## config.mk

```make
export PLATFORM = sky130hd
export DESIGN_NAME = eth_tx_arbiter_flat
export DESIGN_NICKNAME = d
export VERILOG_FILES = /design/src/rtl/eth_pkg.sv /design/src/rtl/eth_tx_arbiter_if.sv /design/src/rtl/eth_tx_arbiter_rr.sv /design/src/rtl/eth_tx_arbiter.sv /design/src/flat_wrapper.sv
export SDC_FILE = /design/constraint.sdc
export NUM_CORES = 1
export LEC_CHECK = 0
export CAP_MARGIN = 20
export CELL_PAD_IN_SITES_DETAIL_PLACEMENT = 1
export CELL_PAD_IN_SITES_GLOBAL_PLACEMENT = 1
export CORE_ASPECT_RATIO = 1.2
export CORE_UTILIZATION = 26
export DETAILED_ROUTE_END_ITERATION = 8
export PLACE_DENSITY = 0.83
export SKIP_CTS_REPAIR_TIMING = 1
export SYNTH_ARGS = -nofsm -noshare
export SYNTH_HDL_FRONTEND = slang
export SYNTH_SLANG_ARGS = --single-unit
export TNS_END_PERCENT = 5
```

## constraint.sdc

```tcl
create_clock -name clk -period 2.55 [get_ports clk]
set_input_delay 0.255 -clock clk [delete_from_list [all_inputs] [get_ports clk]]
set_output_delay 0.255 -clock clk [all_outputs]
set_load 0.03 [all_outputs]
```

## src/rtl/eth_pkg.sv

```systemverilog
// Shared Ethernet transmit definitions: frame constants and the
// transmit-arbiter state encoding.
package eth_pkg;

  localparam int          ETH_ALEN       = 48;
  localparam logic [15:0] ETHERTYPE_ARP  = 16'h0806;
  localparam logic [15:0] ETHERTYPE_IPV4 = 16'h0800;
  localparam int          IFG_BYTES      = 12;

  typedef enum logic [1:0] {
    IDLE,
    SEND,
    GAP
  } tx_arb_state_t;

endpackage

```

## src/rtl/eth_tx_arbiter_if.sv

```systemverilog
// Bundle between the protocol encoders, the transmit arbiter and mac_encode.
// slave = arbiter view, master = the encoders plus mac_encode around it.
interface eth_tx_arbiter_if
  import eth_pkg::*;
#(
  parameter int N = 2
);

  logic [N-1:0]          req;
  logic [N*ETH_ALEN-1:0] req_dest;
  logic [N*16-1:0]       req_ethertype;
  logic [N-1:0]          src_valid;
  logic [N*8-1:0]        src_data;
  logic [N-1:0]          src_last;
  logic [N-1:0]          src_ready;
  logic [N-1:0]          grant;
  logic                  busy;
  logic                  mac_en;
  logic [ETH_ALEN-1:0]   mac_dest;
  logic [15:0]           mac_ethertype;
  logic [7:0]            mac_payload;
  logic                  mac_send_next;
  logic                  underrun;

  modport slave (
    input  req, req_dest, req_ethertype, src_valid, src_data, src_last, mac_send_next,
    output src_ready, grant, busy, mac_en, mac_dest, mac_ethertype, mac_payload, underrun
  );

  modport master (
    output req, req_dest, req_ethertype, src_valid, src_data, src_last, mac_send_next,
    input  src_ready, grant, busy, mac_en, mac_dest, mac_ethertype, mac_payload, underrun
  );

endinterface

```

## src/rtl/eth_tx_arbiter_rr.sv

```systemverilog
// Combinational round-robin pick: the first requester found scanning
// upward from ptr_i+1 with wrap-around.
module rr_arbiter #(
  parameter int N     = 2,
  parameter int IDX_W = $clog2(N)
) (
  input  logic [N-1:0]     req_i,
  input  logic [IDX_W-1:0] ptr_i,
  output logic [IDX_W-1:0] winner_o,
  output logic             any_req_o
);

  // NOTE: every output gets a default before the loop so no path leaves it
  // unassigned, which would otherwise infer a latch.
  always_comb begin
    winner_o  = '0;
    any_req_o = |req_i;
    // Walk the scan order backwards so the nearest requester is written last.
    for (int k = N; k >= 1; k--) begin
      if (req_i[(int'(ptr_i) + k) % N]) winner_o = IDX_W'((int'(ptr_i) + k) % N);
    end
  end

endmodule

```

## src/rtl/eth_tx_arbiter.sv

```systemverilog
// Shares the mac_encode transmit path between N frame sources: round-robin
// grant, header latch, payload forwarding on send_next, then inter-frame gap.
module eth_tx_arbiter
  import eth_pkg::*;
#(
  parameter int N          = 2,
  parameter int IFG_CYCLES = IFG_BYTES,
  parameter int IDX_W      = $clog2(N)
) (
  input  logic            clk,
  input  logic            rst,
  eth_tx_arbiter_if.slave bus
);

  localparam int              CNT_W    = (IFG_CYCLES > 1) ? $clog2(IFG_CYCLES) : 1;
  localparam logic [CNT_W-1:0] CNT_LOAD = CNT_W'((IFG_CYCLES > 0) ? IFG_CYCLES - 1 : 0);

  tx_arb_state_t       state_q, state_d;
  logic [N-1:0]        grant_q, grant_d;
  logic                mac_en_q, mac_en_d;
  logic [ETH_ALEN-1:0] dest_q, dest_d;
  logic [15:0]         etype_q, etype_d;
  logic [IDX_W-1:0]    ptr_q, ptr_d;
  logic [CNT_W-1:0]    cnt_q, cnt_d;

  logic [IDX_W-1:0]    winner;
  logic                any_req;
  logic                own_valid;
  logic                own_last;
  logic [7:0]          own_data;
  logic                own_accept;

  rr_arbiter #(
    .N     (N),
    .IDX_W (IDX_W)
  ) u_rr (
    .req_i     (bus.req),
    .ptr_i     (ptr_q),
    .winner_o  (winner),
    .any_req_o (any_req)
  );

  // ptr_q doubles as the owner index for the whole frame.
  assign own_valid  = bus.src_valid[ptr_q];
  assign own_last   = bus.src_last[ptr_q];
  assign own_data   = bus.src_data[8*ptr_q +: 8];
  assign own_accept = (state_q == SEND) && bus.mac_send_next && own_valid;

  // NOTE: state elements use non-blocking assignments so every flop samples
  // the values from before the edge, independent of statement order.
  always_ff @(posedge clk or posedge rst) begin
    if (rst) begin
      state_q  <= IDLE;
      grant_q  <= '0;
      mac_en_q <= 1'b0;
      dest_q   <= '0;
      etype_q  <= '0;
      ptr_q    <= IDX_W'(N - 1);
      cnt_q    <= '0;
    end else begin
      state_q  <= state_d;
      grant_q  <= grant_d;
      mac_en_q <= mac_en_d;
      dest_q   <= dest_d;
      etype_q  <= etype_d;
      ptr_q    <= ptr_d;
      cnt_q    <= cnt_d;
    end
  end

  always_comb begin
    state_d  = state_q;
    grant_d  = grant_q;
    mac_en_d = mac_en_q;
    dest_d   = dest_q;
    etype_d  = etype_q;
    ptr_d    = ptr_q;
    cnt_d    = cnt_q;
    unique case (state_q)
      IDLE: begin
        if (any_req) begin
          grant_d         = '0;
          grant_d[winner] = 1'b1;
          dest_d          = bus.req_dest[ETH_ALEN*winner +: ETH_ALEN];
          etype_d         = bus.req_ethertype[16*winner +: 16];
          mac_en_d        = 1'b1;
          ptr_d           = winner;
          state_d         = SEND;
        end
      end
      SEND: begin
        if (own_accept && own_last) begin
          grant_d  = '0;
          mac_en_d = 1'b0;
          cnt_d    = CNT_LOAD;
          state_d  = (IFG_CYCLES == 0) ? IDLE : GAP;
        end
      end
      GAP: begin
        // Requests are deliberately not looked at until the gap has run out.
        if (cnt_q == '0) state_d = IDLE;
        else             cnt_d   = cnt_q - 1'b1;
      end
      default: state_d = IDLE;
    endcase
  end

  always_comb begin
    bus.src_ready   = '0;
    bus.mac_payload = '0;
    bus.underrun    = 1'b0;
    if (state_q == SEND) begin
      if (own_accept) begin
        bus.src_ready[ptr_q] = 1'b1;
        bus.mac_payload      = own_data;
      end
      bus.underrun = bus.mac_send_next && !own_valid;
    end
  end

  assign bus.busy          = (state_q != IDLE);
  assign bus.grant         = grant_q;
  assign bus.mac_en        = mac_en_q;
  assign bus.mac_dest      = dest_q;
  assign bus.mac_ethertype = etype_q;

endmodule

```

## src/flat_wrapper.sv

```systemverilog
// flat-port wrapper written by rule: the top's interface ports become plain ports
module eth_tx_arbiter_flat import eth_pkg::*;
#(
  parameter int N          = 2,
  parameter int IFG_CYCLES = IFG_BYTES,
  parameter int IDX_W      = $clog2(N)
)
  (clk, rst, bus_req, bus_req_dest, bus_req_ethertype, bus_src_valid, bus_src_data, bus_src_last, bus_mac_send_next, bus_src_ready, bus_grant, bus_busy, bus_mac_en, bus_mac_dest, bus_mac_ethertype, bus_mac_payload, bus_underrun);
  eth_tx_arbiter_if #(.N(N)) bus_i ();
  input  logic clk;
  input  logic rst;
  input wire logic [$bits(bus_i.req)-1:0] bus_req;
  input wire logic [$bits(bus_i.req_dest)-1:0] bus_req_dest;
  input wire logic [$bits(bus_i.req_ethertype)-1:0] bus_req_ethertype;
  input wire logic [$bits(bus_i.src_valid)-1:0] bus_src_valid;
  input wire logic [$bits(bus_i.src_data)-1:0] bus_src_data;
  input wire logic [$bits(bus_i.src_last)-1:0] bus_src_last;
  input wire logic [$bits(bus_i.mac_send_next)-1:0] bus_mac_send_next;
  output wire logic [$bits(bus_i.src_ready)-1:0] bus_src_ready;
  output wire logic [$bits(bus_i.grant)-1:0] bus_grant;
  output wire logic [$bits(bus_i.busy)-1:0] bus_busy;
  output wire logic [$bits(bus_i.mac_en)-1:0] bus_mac_en;
  output wire logic [$bits(bus_i.mac_dest)-1:0] bus_mac_dest;
  output wire logic [$bits(bus_i.mac_ethertype)-1:0] bus_mac_ethertype;
  output wire logic [$bits(bus_i.mac_payload)-1:0] bus_mac_payload;
  output wire logic [$bits(bus_i.underrun)-1:0] bus_underrun;
  assign bus_i.req = bus_req;
  assign bus_i.req_dest = bus_req_dest;
  assign bus_i.req_ethertype = bus_req_ethertype;
  assign bus_i.src_valid = bus_src_valid;
  assign bus_i.src_data = bus_src_data;
  assign bus_i.src_last = bus_src_last;
  assign bus_i.mac_send_next = bus_mac_send_next;
  assign bus_src_ready = bus_i.src_ready;
  assign bus_grant = bus_i.grant;
  assign bus_busy = bus_i.busy;
  assign bus_mac_en = bus_i.mac_en;
  assign bus_mac_dest = bus_i.mac_dest;
  assign bus_mac_ethertype = bus_i.mac_ethertype;
  assign bus_mac_payload = bus_i.mac_payload;
  assign bus_underrun = bus_i.underrun;
  eth_tx_arbiter #(.N(N), .IFG_CYCLES(IFG_CYCLES), .IDX_W(IDX_W)) u_core (.clk(clk), .rst(rst), .bus(bus_i));
endmodule
```

Yosys cells after proc, flatten, opt, wreduce, memory -nomap -nowiden
Index checks and enable logic that the tools add are counted. Widths: inputs -> output; s select.

Bits in registers: 74. Latch bits: 0. Memory bits (writable): 0. ROM bits: 0. Input bits: 153. Output and inout bits: 79. Logic and storage cells: 79. Memories: 0.

Add/subtract/negate cells: 3. $mul: 1. Div/mod/pow operators: 0. $lt $le $gt $ge: 6. Equality and inequality tests: 6. Shift operators: 3. Multiplexer cells: 34. Bitwise gates (word level): 2. Reduce and logical (&&, ||, !) cells: 17.

Operators by type and width (number): $shiftx 96x8->48 (1); $shiftx 32x6->16 (1); $mux 1 (17); $mux 8 (2); $shiftx 16x5->8 (1); $mux 2 (7); $reduce_and 3->1 (3); $mux 4 (2); $pmux 4 s2 (1); $logic_and 1x1->1 (6); $lt 2x3->1 const B (2); $ne 2x1->1 const B (3); $pmux 2 s3 (1); $reduce_bool 2->1 (3); $logic_not 4->1 (1); $lt 1x2->1 const B (2); $pmux 2 s2 (1); $sub 4x1->4 const B (1); $mul 2x1->3 const A (1); $add 1x1->1 const B (2); $and 1x1->1 const A (2); $demux 1 s1 (2); $eq 2x1->1 const B (1); $eq 2x2->1 const B (1); 7 further kinds (8).

Logic depth before layout (Yosys ltp)
Gate-level depths: netlist of the first run.

Depth in word-level cells: 13. Depth in mapped cells: 8. Mapped depth without buffers: 6.

Cells and area by module
From an unflattened synthesis of the first run, not the netlist that was laid out.

Cell total of the unflattened synthesis: 345. Area total of the unflattened synthesis: 3580.9 um^2.

Modules (own cells, without submodules): eth_tx_arbiter (times used 1, cells each 343, area each 3567.2 um^2); rr_arbiter (times used 1, cells each 2, area each 13.8 um^2).

Least setup slack after synthesis of the first run
No wires, ideal clock.

Path type: reg-to-reg. From: register u_core.state_q[1]. To: register u_core.state_q[1]. Library setup time: 0.125 ns. Data arrival time: 1.678 ns. Data required time: 2.425 ns. Path slack: 0.747 ns. Stages on the path, launching flop included: 8. Buffers on the path: 1. Period minus slack after synthesis: 1.803 ns. Cells stage by stage: dfrtp_1 -> inv_1 -> ha_1 -> buf_2 -> and4_1 -> o21ai_2 -> a221oi_2 -> mux2_2.

Longest elaborated chain between the ends: 6.

Ends and longest elaborated chain: start, declared (line eth_tx_arbiter.sv:18) `tx_arb_state_t state_q, state_d;`; start signal, assigned (line eth_tx_arbiter.sv:61) `state_q <= state_d;`; $eq 2x1->1 (line eth_tx_arbiter.sv:47, eth_tx_arbiter.sv:79); $logic_and 1x1->1 (2 in series) (line eth_tx_arbiter.sv:47) `assign own_accept = (state_q == SEND) && bus.mac_send_next && own_valid;`; $logic_and 1x1->1 (line eth_tx_arbiter.sv:92) `if (own_accept && own_last) begin`; $ne 2x1->1 (no source line); $reduce_and 3->1 (no source line).

Parallel ways exist; a longest one is shown, timed or not. A chain may end at the register's enable or synchronous reset.

Final worst setup path of the first run
From: register u_core.state_q[1]. To: output bus_src_ready[0].

Longest elaborated chain between the ends: 5.

Ends and longest elaborated chain: $eq 2x1->1 * (line eth_tx_arbiter.sv:47, eth_tx_arbiter.sv:112); $logic_and 1x1->1 (2 in series) (line eth_tx_arbiter.sv:47); $mux 2 (line eth_tx_arbiter.sv:113) `if (own_accept) begin`; $mux 2 * (line eth_tx_arbiter.sv:112) `if (state_q == SEND) begin`; end, declared (line flat_wrapper.sv:19) `output wire logic [$bits(bus_i.src_ready)-1:0] bus_src_ready;`.

Every way passes the cells marked *; elsewhere a longest branch is shown, timed or not.

==> results of run 1 <==
[metrics by stage]
| step | total power [mW] | utilization, % |
|---|---|---|
| 2_1_floorplan | 4.387 | - |
| 3_3_place_gp | 5.979 | 44.66 |
| 3_5_place_dp | 6.166 | 44.66 |
| 4_1_cts | 7.594 | 47.04 |
| 5_1_grt | 7.949 | 47.21 |
| 6_report | 7.478 | 47.21 |
[layer usage]
metal	up-vias	GRT usage [%]	share of wire [%]
met5	-	0	0
met4	0	4.370	1.3
met3	11	5.680	8.0
met2	139	32.64	56
met1	1677	16.41	35
li1	1708	-	-
[area by class of cell]
class,instances,area (sq um),share of cell area [%]
timing repair buffer,237,2415,37.02
inverter,11,41.29,0.6329
sequential,74,1853,28.40
tap,171,214.0,3.280
clock buffer,10,239.0,3.663
clock inverter,6,90.09,1.381
multi-input combinational,249,1672,25.62
[power breakdown]
group	total, mW	leakage [nW]	internal, mW	switching, mW
combinational	4.04	1.83	1.67	2.37
sequential	2.06	0.899	1.74	0.321
clock	1.38	0.159	0.885	0.494
[cells in the final DEF, fill, tap and decap left out, types with 2 or more instances in the layout]
cell type          n
clkdlybuf4s50_1  223
dfrtp_1           73
nand2_1           67
mux2i_1           64
o21ai_0           60
inv_1             10
clkbuf_16          9
a21oi_1            8
a22o_1             8
dlymetal6s2s_1     8
o21ai_1            6
ha_1               5
nor2_1             3
buf_4              3
buf_12             3
mux2_2             2
o21ai_2            2
a31oi_1            2
o22a_1             2
o2bb2ai_1          2
clkinv_4           2
bufinv_16          2
[worst min-delay path: stages]
cell and delay [ns]:
clkdlybuf4s50_1 0.42, inv_2 0.08, buf_12 0.31
[sequential cells by signal, indices dropped and copies added (netlist names)]
register and flops:
u_core.ptr_q 1, u_core.bus.grant 2, u_core.bus.mac_en 1, u_core.state_q 2, u_core.bus.mac_ethertype 16, u_core.cnt_q 4
u_core.bus.mac_dest 48
[cells by family after synthesis]
group / synth area share (%)
compound gates: 16.72
mux: 17.98
simple gates: 8.344
flops: 50.24
buf+inv: 5.020
fa+ha+maj: 1.696
[worst max-delay path by stage]
stage,startpoint,endpoint,slack [ns],cells past startpoint
6_report,u_core.state_q[1],bus_src_ready[0],0.18,4
5_1_grt,u_core.state_q[1],bus_src_ready[0],0.1,4
3_3_place_gp,bus_mac_send_next,bus_mac_payload[7],0.27,4
3_5_place_dp,bus_mac_send_next,bus_mac_payload[3],0.22,4
4_1_cts,u_core.state_q[1],bus_mac_payload[6],-0.1,5
2_1_floorplan,rst,u_core.bus.grant[0],0.42,1
==> impl_metrics.env, run 1 <==
export IMPL_cts_root_buf="clkbuf_16"
export IMPL_critical_path_cell_chain="inv_1 > ha_1 > and4b_4 > clkdlybuf4s50_1"
export IMPL_reg2reg_slack_ns=0.58
export IMPL_fill_cells=1535
export IMPL_required_ns=2.30
export IMPL_report_final_slew_viol_count=0
export IMPL_yosys_area_top_type="dfrtp_1"
export IMPL_place_congestion=0.8617
export IMPL_hold_ws_ns=0.3265
export IMPL_synth_top_area_share_pct=49.53
export IMPL_rsz0062_at_grt="no"
export IMPL_fin_cells=758
export IMPL_cts_buffer_depth=2
export IMPL_drt_iter0_markers=61
export IMPL_post_drt_wl_per_cell_um=16.06
export IMPL_ff2ff_path_depth=6
export IMPL_place_ws_ns=0.2178
export IMPL_die_w_um=110.7
export IMPL_path_buf_inv=2
export IMPL_finClkSkew_ns=0.005441
export IMPL_nNetsFinal=740
export IMPL_cts_sinks=74
export IMPL_finalSetupTns_ns=0
export IMPL_status="completed"
export IMPL_ys_ff_latch=74
export IMPL_pwr_density_cell_nw_per_um2=1146
export IMPL_endpoint_kind="output pin"
export IMPL_finalCritPeriodShare_pct=93.01
export IMPL_p_leak_nw=2.892
export IMPL_critPathLaunchType="flip-flop"
export IMPL_syn2layout_area_growth_pct=76.87
export IMPL_drt_pass1_iterations=3
export IMPL_relSlewSlack_pct=61.35
export IMPL_yosys_top_cells_area="dfrtp_1, mux2i_1, o21ai_0"
export IMPL_worst_path_max_fanout=11
export IMPL_max_freq_mhz=421.6
export IMPL_core_area_sq_um=13820
export IMPL_clk_latency_ns=0.33
export IMPL_totalWireLength_um=12170
export IMPL_rows=47
export IMPL_placed_cell_area_sq_um=6172
export IMPL_synth_nets=517
export IMPL_synth_area_sq_um=3689
export IMPL_drt_vias_per_instance=4.664
export IMPL_cap_violations=0
export IMPL_ant_nets=0
export IMPL_synth_most_common_cell="dfrtp_1"
export IMPL_numCtsBuffers=9
export IMPL_grt_pass1_wl_um=19590
export IMPL_synth_top_cells_by_count="dfrtp_1, nand2_1, mux2i_1, o21ai_0, inv_1"
export IMPL_h_tree_depth=3
export IMPL_first_global_vias=3923
export IMPL_ys_async_sr_fraction_pct=100.0
export IMPL_grtUsageTotal_pct=16.65
export IMPL_die_area_sq_um=14670
export IMPL_r2r_start="u_core.state_q[1]"
export IMPL_peakVddDrop_mv=0.5834
export IMPL_worstMarginPinSlew_ns=0.5798
export IMPL_portBuffers=231
export IMPL_syn_area_per_cell_sq_um=10.27
export IMPL_grt_max_degree=75
export IMPL_setup_ws_ns=0.1782
export IMPL_path_clk_slew_ns=0.06
export IMPL_seq_area_frac_synth_pct=50.24
export IMPL_slowest_stage="clkdlybuf4s50_1"
export IMPL_syn_instance_count=359
export IMPL_r2r_end="u_core.state_q[1]"
export IMPL_vias=3535
export IMPL_overflow=0
export IMPL_cp_data_arrival_time_ns=2.12
export IMPL_tritoncts="done"
export IMPL_synth_edf_count=0
export IMPL_chipHeight_um=132.5
export IMPL_hold_class="in2async"
export IMPL_critical_path_class="reg2out"
export IMPL_fin_crit_ns=2.372
export IMPL_pin_count=232
export IMPL_final_area_sq_um=6524
export IMPL_antenna_found_initial=0
export IMPL_n_antenna_cell=0
export IMPL_drive_gt1_share_pct=5.963
export IMPL_place_inst=742
export IMPL_start_util_pct=26.69
export IMPL_yosys_warnings=0
export IMPL_hold_viol_final=0
export IMPL_dp_hpwl_um=9696
export IMPL_synth_cell_types=37
export IMPL_crit_family="buffers and inverters"
export IMPL_setup_viol=0
export IMPL_cpPeakStageDelay_ns=0.70
export IMPL_drc=0
export IMPL_synthFlopType="dfrtp_1"
Power figures use the tool's default switching activity.
==> run 2, diff against run 1 <==
--- a/config.mk
+++ b/config.mk
@@ -6,12 +6,10 @@
 export NUM_CORES = 1
 export LEC_CHECK = 0
 export CAP_MARGIN = 20
-export CELL_PAD_IN_SITES_DETAIL_PLACEMENT = 1
-export CELL_PAD_IN_SITES_GLOBAL_PLACEMENT = 1
 export CORE_ASPECT_RATIO = 1.2
-export CORE_UTILIZATION = 26
+export CORE_UTILIZATION = 37
 export DETAILED_ROUTE_END_ITERATION = 8
-export PLACE_DENSITY = 0.83
+export PLACE_DENSITY = 0.84
 export SKIP_CTS_REPAIR_TIMING = 1
 export SYNTH_ARGS = -nofsm -noshare
 export SYNTH_HDL_FRONTEND = slang
==> run 2 against run 1 <==
  * Power fell by 0.81%
  * Cell count shrank 6.2%
  * Die area down 29%
  * Utilization is 20 points higher
  * Sequential cell count did not move
  * Fmax grew 0.95%
  * Wire length decreased by 13%
  * Register-to-register slack improved by 0.03 ns
  * Non-clock buffer count up 1
  * Via count decreased by 1.1%
  * Sequential share of layout area is 0.24 points higher
  * Critical path type unchanged
==> impl_metrics.env, run 2 (synthesis results as in run 1) <==
export IMPL_ant_nets=0
export IMPL_status="completed"
export IMPL_largest_reg_flops=48
export IMPL_vias=3497
export IMPL_syn2layout_area_growth_pct=75.37
export IMPL_final_cell_mix="clkdlybuf4s50_1, dfrtp_1, nand2_1"
export IMPL_place_ws_ns=0.2182
export IMPL_finClkSkew_ns=0.008800
export IMPL_worst_path_max_fanout=11
export IMPL_drt_vias_per_instance=4.918
export IMPL_register_area_sq_um=1853
export IMPL_cp_depth=4
export IMPL_totalWireLength_um=10640
export IMPL_rsz0062_at_grt="no"
export IMPL_slowest_stage="clkdlybuf4s50_1"
export IMPL_multiInputGateArea_sq_um=1672
export IMPL_clk_latency_ns=0.33
export IMPL_drt_pass1_iterations=4
export IMPL_required_ns=2.30
export IMPL_cp_endpoint="bus_src_ready[0]"
export IMPL_die_area_sq_um=10370
export IMPL_drc=0
export IMPL_pin_count=232
export IMPL_n_antenna_cell=0
export IMPL_grt_max_degree=65
export IMPL_start_util_pct=38.37
export IMPL_critical_path_cell_chain="inv_1 > ha_1 > and4b_4 > clkdlybuf4s50_1"
export IMPL_hold_class="in2async"
export IMPL_drive_gt1_share_pct=6.122
export IMPL_critical_path_class="reg2out"
export IMPL_crit_family="buffers and inverters"
export IMPL_ff2ff_path_depth=6
export IMPL_post_drt_wl_per_cell_um=14.97
export IMPL_tritoncts="done"
export IMPL_p_leak_nw=2.899
export IMPL_placed_cell_area_sq_um=6107
export IMPL_first_global_vias=3649
export IMPL_drt_iter0_markers=84
export IMPL_core_area_sq_um=9613
export IMPL_nNetsFinal=741
export IMPL_cap_violations=0
export IMPL_rows=39
export IMPL_cp_data_arrival_time_ns=2.09
export IMPL_peakVddDrop_mv=0.5640
export IMPL_dp_hpwl_um=8360
export IMPL_portBuffers=231
export IMPL_overflow=0
export IMPL_report_final_slew_viol_count=0
export IMPL_cts_sinks=74
export IMPL_setup_viol=0
export IMPL_numCtsBuffers=9
export IMPL_finalCritPeriodShare_pct=92.14
export IMPL_pwr_density_cell_nw_per_um2=1147
export IMPL_cpPeakStageDelay_ns=0.70
export IMPL_hold_viol_final=0
export IMPL_fill_cells=750
export IMPL_layout_commonest_cell="clkdlybuf4s50_1"
export IMPL_chipHeight_um=111.4
export IMPL_antenna_found_initial=0
export IMPL_cts_root_buf="clkbuf_16"
export IMPL_relSlewSlack_pct=64.42
export IMPL_r2r_start="u_core.state_q[1]"
export IMPL_path_buf_inv=2
export IMPL_max_freq_mhz=425.6
export IMPL_worstMarginPinSlew_ns=0.5337
export IMPL_path_clk_slew_ns=0.06
export IMPL_grtUsageTotal_pct=20.93
export IMPL_place_congestion=0.8001
export IMPL_endpoint_kind="output pin"
export IMPL_final_area_sq_um=6469
export IMPL_cts_buffer_depth=2
export IMPL_startpoint="u_core.state_q[1]"
export IMPL_h_tree_depth=3
export IMPL_grt_pass1_wl_um=17110
export IMPL_setup_ws_ns=0.2005
export IMPL_fin_crit_ns=2.350
export IMPL_power_mw=7.418
export IMPL_r2r_end="u_core.state_q[1]"
export IMPL_die_w_um=93.15
export IMPL_reg2reg_slack_ns=0.61
export IMPL_critPathLaunchType="flip-flop"
-- run 2: changes by cell type in the layout (fill, tap and decap cells not counted) --
cell      previous run  this run
clkinv_4             2         0
buf_12               3         2
buf_4                3         5
clkbuf_8             1         3
-- run 2: cell type report --
type / instances / area share [%]
clock inverter: 4 / 1.122
multi-input combinational: 249 / 25.84
timing repair buffer: 238 / 37.25
clock buffer: 12 / 4.120
tap: 123 / 2.379
inverter: 11 / 0.6383
sequential: 74 / 28.65
-- run 2: per-stage QoR --
| stage | util [%] | std cells | hold slack, ns | TNS [ns] |
|---|---|---|---|---|
| after floorplan | - | 359 | 0.3280 | 0 |
| after global placement | 63.53 | 695 | 0.4608 | 0 |
| after detailed placement | 63.53 | 695 | 0.4694 | 0 |
| after CTS | 67.06 | 711 | 0.2135 | -0.4972 |
| after global routing | 67.29 | 711 | 0.2408 | 0 |
| final | 67.29 | 711 | 0.2150 | 0 |
-- run 2: worst min path at each step --
| stage | start | to | depth (start not counted) |
|---|---|---|---|
| after floorplan | bus_req[0] | u_core.ptr_q | 1 |
| after global placement | u_core.bus.mac_ethertype[13] | u_core.bus.mac_ethertype[13] | 2 |
| after detailed placement | u_core.bus.mac_dest[5] | u_core.bus.mac_dest[5] | 2 |
| after CTS | rst | u_core.bus.mac_dest[43] | 2 |
| after global routing | rst | u_core.bus.mac_dest[43] | 2 |
| final | rst | u_core.bus.mac_dest[43] | 2 |
-- run 2: per-layer routing --
| layer | up-vias | wire, um | global-route usage, % |
|---|---|---|---|
| li1 | 1709 | - | - |
| met1 | 1621 | 3958 | 21.92 |
| met2 | 153 | 5631 | 39.46 |
| met3 | 14 | 882 | 5.874 |
| met4 | 0 | 168 | 6.872 |
| met5 | - | 0 | 0 |
-- run 2: worst reg2reg max path, cell delays in order (launching register included) --
cell      delay, ns
dfrtp_1        0.39
inv_1          0.11
ha_1           0.22
and4b_4        0.36
o21ai_2        0.14
a221oi_2       0.25
mux2_2         0.36
-- run 2: power breakdown --
| part | switching (mW) | leakage (nW) | internal (mW) | total, mW |
|---|---|---|---|---|
| registers | 0.315 | 0.899 | 1.74 | 2.06 |
| logic | 2.30 | 1.83 | 1.66 | 3.97 |
| clock network | 0.458 | 0.165 | 0.934 | 1.39 |
| total | 3.08 | 2.90 | 4.34 | 7.42 |
==> edit 1: new RTL, settings of run 1 <==
`N` is set to 2 in 4 places; all go to 4.
--- a/src/rtl/eth_tx_arbiter_if.sv
+++ b/src/rtl/eth_tx_arbiter_if.sv
@@ -3,7 +3,7 @@
 interface eth_tx_arbiter_if
   import eth_pkg::*;
 #(
-  parameter int N = 2
+  parameter int N = 4
 );
 
   logic [N-1:0]          req;
--- a/src/rtl/eth_tx_arbiter_rr.sv
+++ b/src/rtl/eth_tx_arbiter_rr.sv
@@ -1,7 +1,7 @@
 // Combinational round-robin pick: the first requester found scanning
 // upward from ptr_i+1 with wrap-around.
 module rr_arbiter #(
-  parameter int N     = 2,
+  parameter int N     = 4,
   parameter int IDX_W = $clog2(N)
 ) (
   input  logic [N-1:0]     req_i,
--- a/src/rtl/eth_tx_arbiter.sv
+++ b/src/rtl/eth_tx_arbiter.sv
@@ -3,7 +3,7 @@
 module eth_tx_arbiter
   import eth_pkg::*;
 #(
-  parameter int N          = 2,
+  parameter int N          = 4,
   parameter int IFG_CYCLES = IFG_BYTES,
   parameter int IDX_W      = $clog2(N)
 ) (
--- a/src/flat_wrapper.sv
+++ b/src/flat_wrapper.sv
@@ -1,7 +1,7 @@
 // flat-port wrapper written by rule: the top's interface ports become plain ports
 module eth_tx_arbiter_flat import eth_pkg::*;
 #(
-  parameter int N          = 2,
+  parameter int N          = 4,
   parameter int IFG_CYCLES = IFG_BYTES,
   parameter int IDX_W      = $clog2(N)
 )
Ports: changed (8 resized); port bits go from 232 to 386. No check against the original RTL was run, so the function may have changed too.
==> edit 1 against run 1 <==
  * The flow now finishes with violations (setup timing)
  * Sequential cell count up 3
  * Cell area up 54%
  * Area after synthesis up 46%
  * Total power up 88%
  * Final cell count up 59%
  * Worst setup slack worse by 390 ps
  * Non-clock buffer count up 177
  * Routed wire length up 110%
  * Sequential power up 11%
  * Critical path type unchanged
  * Critical endpoint is now bus_mac_payload[2]
==> edit 1: results (changes against run 1) <==
[timing]
fin_tns_setup_ps = -215.3  ; -215.3 ps
relSlewSlack = 0.6967  ; +0.08322
fin_worst_skew_ps = 12.79  ; +7.350 ps
fin_ws_ps = -215.3  ; -393.5 ps
setup_viol = 1  ; +1
min_period_ps = 2765  ; +393.5 ps

[global_route]
grt_pass1_vias = 7149  ; +82%
grt_max_degree = 78  ; +4.0%
grt_pass1_wl_mm = 39.39  ; +100%
grt_usage = 0.2390  ; +0.07251

[cells_and_area]
final_cells = 1209  ; +59%
drive_gt1_frac = 0.1442  ; +0.08460
fill_cells = 2296  ; +50%
nets = 1252  ; +69%

[route]
maxUsedRoutingLayer = met5
wl_met1_mm = 9.761  ; +130%
dr_wl_met3_mm = 1.774  ; +81%
routed_via_density = 5.262  ; +13%
wl_per_cell_um = 21.60  ; +35%
drt_iter0_markers = 218  ; +260%

[cts]
clk_latency_ps = 350  ; +20 ps

[synthesis]
ys_types = 38  ; +2.7%
yosys_warnings = 0  ; unchanged
yosysSeqAreaShare = 0.3574  ; -0.1450
synth-compound-area-share = 0.3321  ; +0.1649
synth.area.top_cells = dfrtp_1 (35%), mux2i_1 (12%), a31o_2 (11%)
synth_nets = 890  ; +72%
syn_inst = 577  ; +61%
synth_mux_area_frac = 0.1710  ; -0.008752
yosys-top-cells-count = dfrtp_1 (75), a21oi_1 (70), o21ai_0 (70)

[placement]
dpl.hpwl_mm = 19.57  ; +100%
gp_congestion = 0.8357  ; -3.0%
placedCellCount = 1193  ; +61%
io_buffers = 385  ; +67%

[hold_path]
min_path_type = in -> async

[power_and_ir_drop]
peakVddDrop_mv = 1.072  ; +84%

[run_status]
outcome = finished with violations
violations = setup timing

[setup_path]
arrival_ps = 2510  ; +390 ps
cpPeakStageDelay_ps = 670  ; -30 ps
crit_fanout = 18  ; +7

[edit 1: cell count changes after synthesis, moves of 9 or more]
| cell | delta |
|---|---|
| mux4_2 | +10 |
| buf_2 | +17 |
| a21oi_1 | +62 |
| clkbuf_1 | +13 |
| o22ai_1 | +67 |
| a31o_2 | +65 |
| nor2b_1 | +9 |
| o21ai_0 | +9 |
| nand2_1 | -52 |
[edit 1: power breakdown]
group | internal (mW) | switching, mW | total (mW) | leakage, nW
logic | 4.74 | 5.86 | 10.6 | 3.08
clock network | 0.653 | 0.534 | 1.19 | 0.122
registers | 1.92 | 0.363 | 2.28 | 0.901
[edit 1: cell families (layout without fill, tap and decap cells)]
logic type | Yosys count | count (layout)
mux | 79 | 79
flops | 77 | 77
buf+inv | 78 | 444
other cells | 0 | 1
fa+ha+maj | 10 | 10
simple gates | 47 | 47
compound gates | 286 | 286
[edit 1: area by class of cell]
type | count | area share
diodes | 1 | 0.0002498
inverters | 15 | 0.005745
clock inverters | 3 | 0.001748
flip-flops and latches | 77 | 0.1926
clock buffers | 12 | 0.02360
repair buffers | 414 | 0.4295
well taps | 265 | 0.03310
multi-input cells | 422 | 0.3135
[edit 1: path summary, 6_finish.rpt]
| path | startpoint | slack, ps | depth (start not counted) | endpoint |
|---|---|---|---|---|
| max | u_core.ptr_q[1] | -220 | 6 | bus_mac_payload[2] |
| min | rst | 370 | 3 | u_core.bus.mac_dest[34] |
| max reg2reg | u_core.ptr_q[0] | 90 | 10 | u_core.bus.mac_dest[33] |
| min reg2reg | u_core.bus.grant[0] | 490 | 2 | u_core.bus.grant[0] |
| max in group asynchronous | rst | 1820 | 3 | u_core.ptr_q[0] |
| min in group clk | u_core.bus.grant[0] | 490 | 2 | u_core.bus.grant[0] |
[edit 1: per-layer routing]
layer,GRT usage,up-vias
met5,0,-
li1,-,2937
met4,0.09504,2
met2,0.4460,278
met3,0.06032,60
met1,0.2530,3085
[edit 1: per-stage QoR]
step	setup WS (ps)	cell area, µm²
6_report	-215.3	10020
5_1_grt	-301.4	10020
4_1_cts	-255.7	9932
3_5_place_dp	-41.06	9678
3_3_place_gp	25.41	9678
2_1_floorplan	153.5	5399
[edit 1: critical path: cells and delay by family, from the launching register on]
family / cells / cell delay, ps
buf+inv: 3 / 1090
flops: 1 / 540
simple gates: 2 / 250
mux: 1 / 290
==> edit 2: new RTL, settings of run 1 <==
Made on the original files. Encoding of `tx_arb_state_t`: now one-hot (3 bits for 3 states).
--- a/src/rtl/eth_pkg.sv
+++ b/src/rtl/eth_pkg.sv
@@ -7,10 +7,10 @@
   localparam logic [15:0] ETHERTYPE_IPV4 = 16'h0800;
   localparam int          IFG_BYTES      = 12;
 
-  typedef enum logic [1:0] {
-    IDLE,
-    SEND,
-    GAP
+  typedef enum logic [2:0] {
+    IDLE = 3'b001,
+    SEND = 3'b010,
+    GAP  = 3'b100
   } tx_arb_state_t;
 
 endpackage
Behaviour: same outputs for any inputs over 4 cycles, from zero or initial values and one cycle with rst high; so few cycles prove little.
==> edit 2 against run 1 <==
  * Critical path depth unchanged
  * Worst setup slack worse by 12 ps
  * Via count is 0.71% lower
  * Largest cell class unchanged
  * Sequential cell count rose by 1
  * Worst hold slack lost 15 ps
  * Critical endpoint unchanged
  * Area after synthesis decreased by 3.9%
  * Clock skew about the same
  * Cell area fell by 3.4%
  * Combinational power shrank 4%
  * Routed wire length up 0.41%
  * First-iteration DRC count is 79% higher
  * Sequential power grew 4%
  * Total power down 3.1%
==> edit 2: results (changes against run 1) <==
[run_status]
outcome = finished, final reports clean

[global_route]
grt_usage = 0.1752  ; +0.008664
grt_pass1_wl_mm = 18.88  ; -3.6%

[cells_and_area]
fill_cells = 1500  ; -2.3%
buf_share = 0.3812  ; +0.01102
multi_input_gates = 247  ; -0.80%
nets = 732  ; -1.1%
seq_area_frac = 0.2982  ; +0.01415
clkCellAreaFrac = 0.04487  ; -0.005573

[timing]
fin_worst_skew_ps = 5.661  ; +0.2201 ps

[synthesis]
synth_nets = 508  ; -1.7%
yosysSeqAreaShare = 0.5304  ; +0.02799
synth.area.top_cells = dfrtp_1 (52%), mux2i_1 (11%), nand2_1 (7.5%)

[power_and_ir_drop]
powerComb_mw = 3.88  ; -4%
p_leak_nw = 2.815  ; -2.7%
power_frac_comb = 0.536  ; -0.004
seqPwrFrac = 0.297  ; +0.021

[route]
vias = 3510  ; -0.71%
drtPass1Iterations = 4  ; +1
wl_met1_mm = 4.236  ; -0.73%
wirelength_mm = 12.22  ; +0.41%
drt_iter0_markers = 109  ; +79%

[setup_path]
reg2regPathDepth = 5  ; -1
regToRegEndpoint = u_core.bus.mac_dest[21]
cp-startpoint = u_core.state_q[2]
cpPeakStageDelay_ps = 680  ; -20 ps

[placement]
gp_congestion = 0.7819  ; -9.3%

## edit 2: critical path, delay by kind of cell, from the launching register on
family / cells / cell delay [ps]
buffers and inverters: 2 / 860
AND/OR/NAND/NOR: 2 / 520
flip-flops: 1 / 420
## edit 2: cells by family (layout without fill, tap and decap cells)
logic type               Yosys count  after routing  synth area share
AO/OA/AOI/OAI                    113            113            0.1910
AND/OR/NAND/NOR                   93             93            0.1134
flip-flops                        75             75            0.5304
multiplexers                      40             40            0.1133
buffers and inverters             32            260           0.04837
adder cells (fa/ha/maj)            1              1          0.003531
## edit 2: through the flow
stage,setup slack (ps),hold slack (ps),instance area [µm²],instances,util
2_1_floorplan,388.3,382.3,3543,354,-
3_3_place_gp,191.9,461.4,6007,735,0.4538
3_5_place_dp,115.3,472.2,6007,735,0.4538
4_1_cts,-4.627,320.6,6290,750,0.4751
5_1_grt,53.21,360.2,6302,750,0.4761
6_report,166.3,311.3,6302,750,0.4761
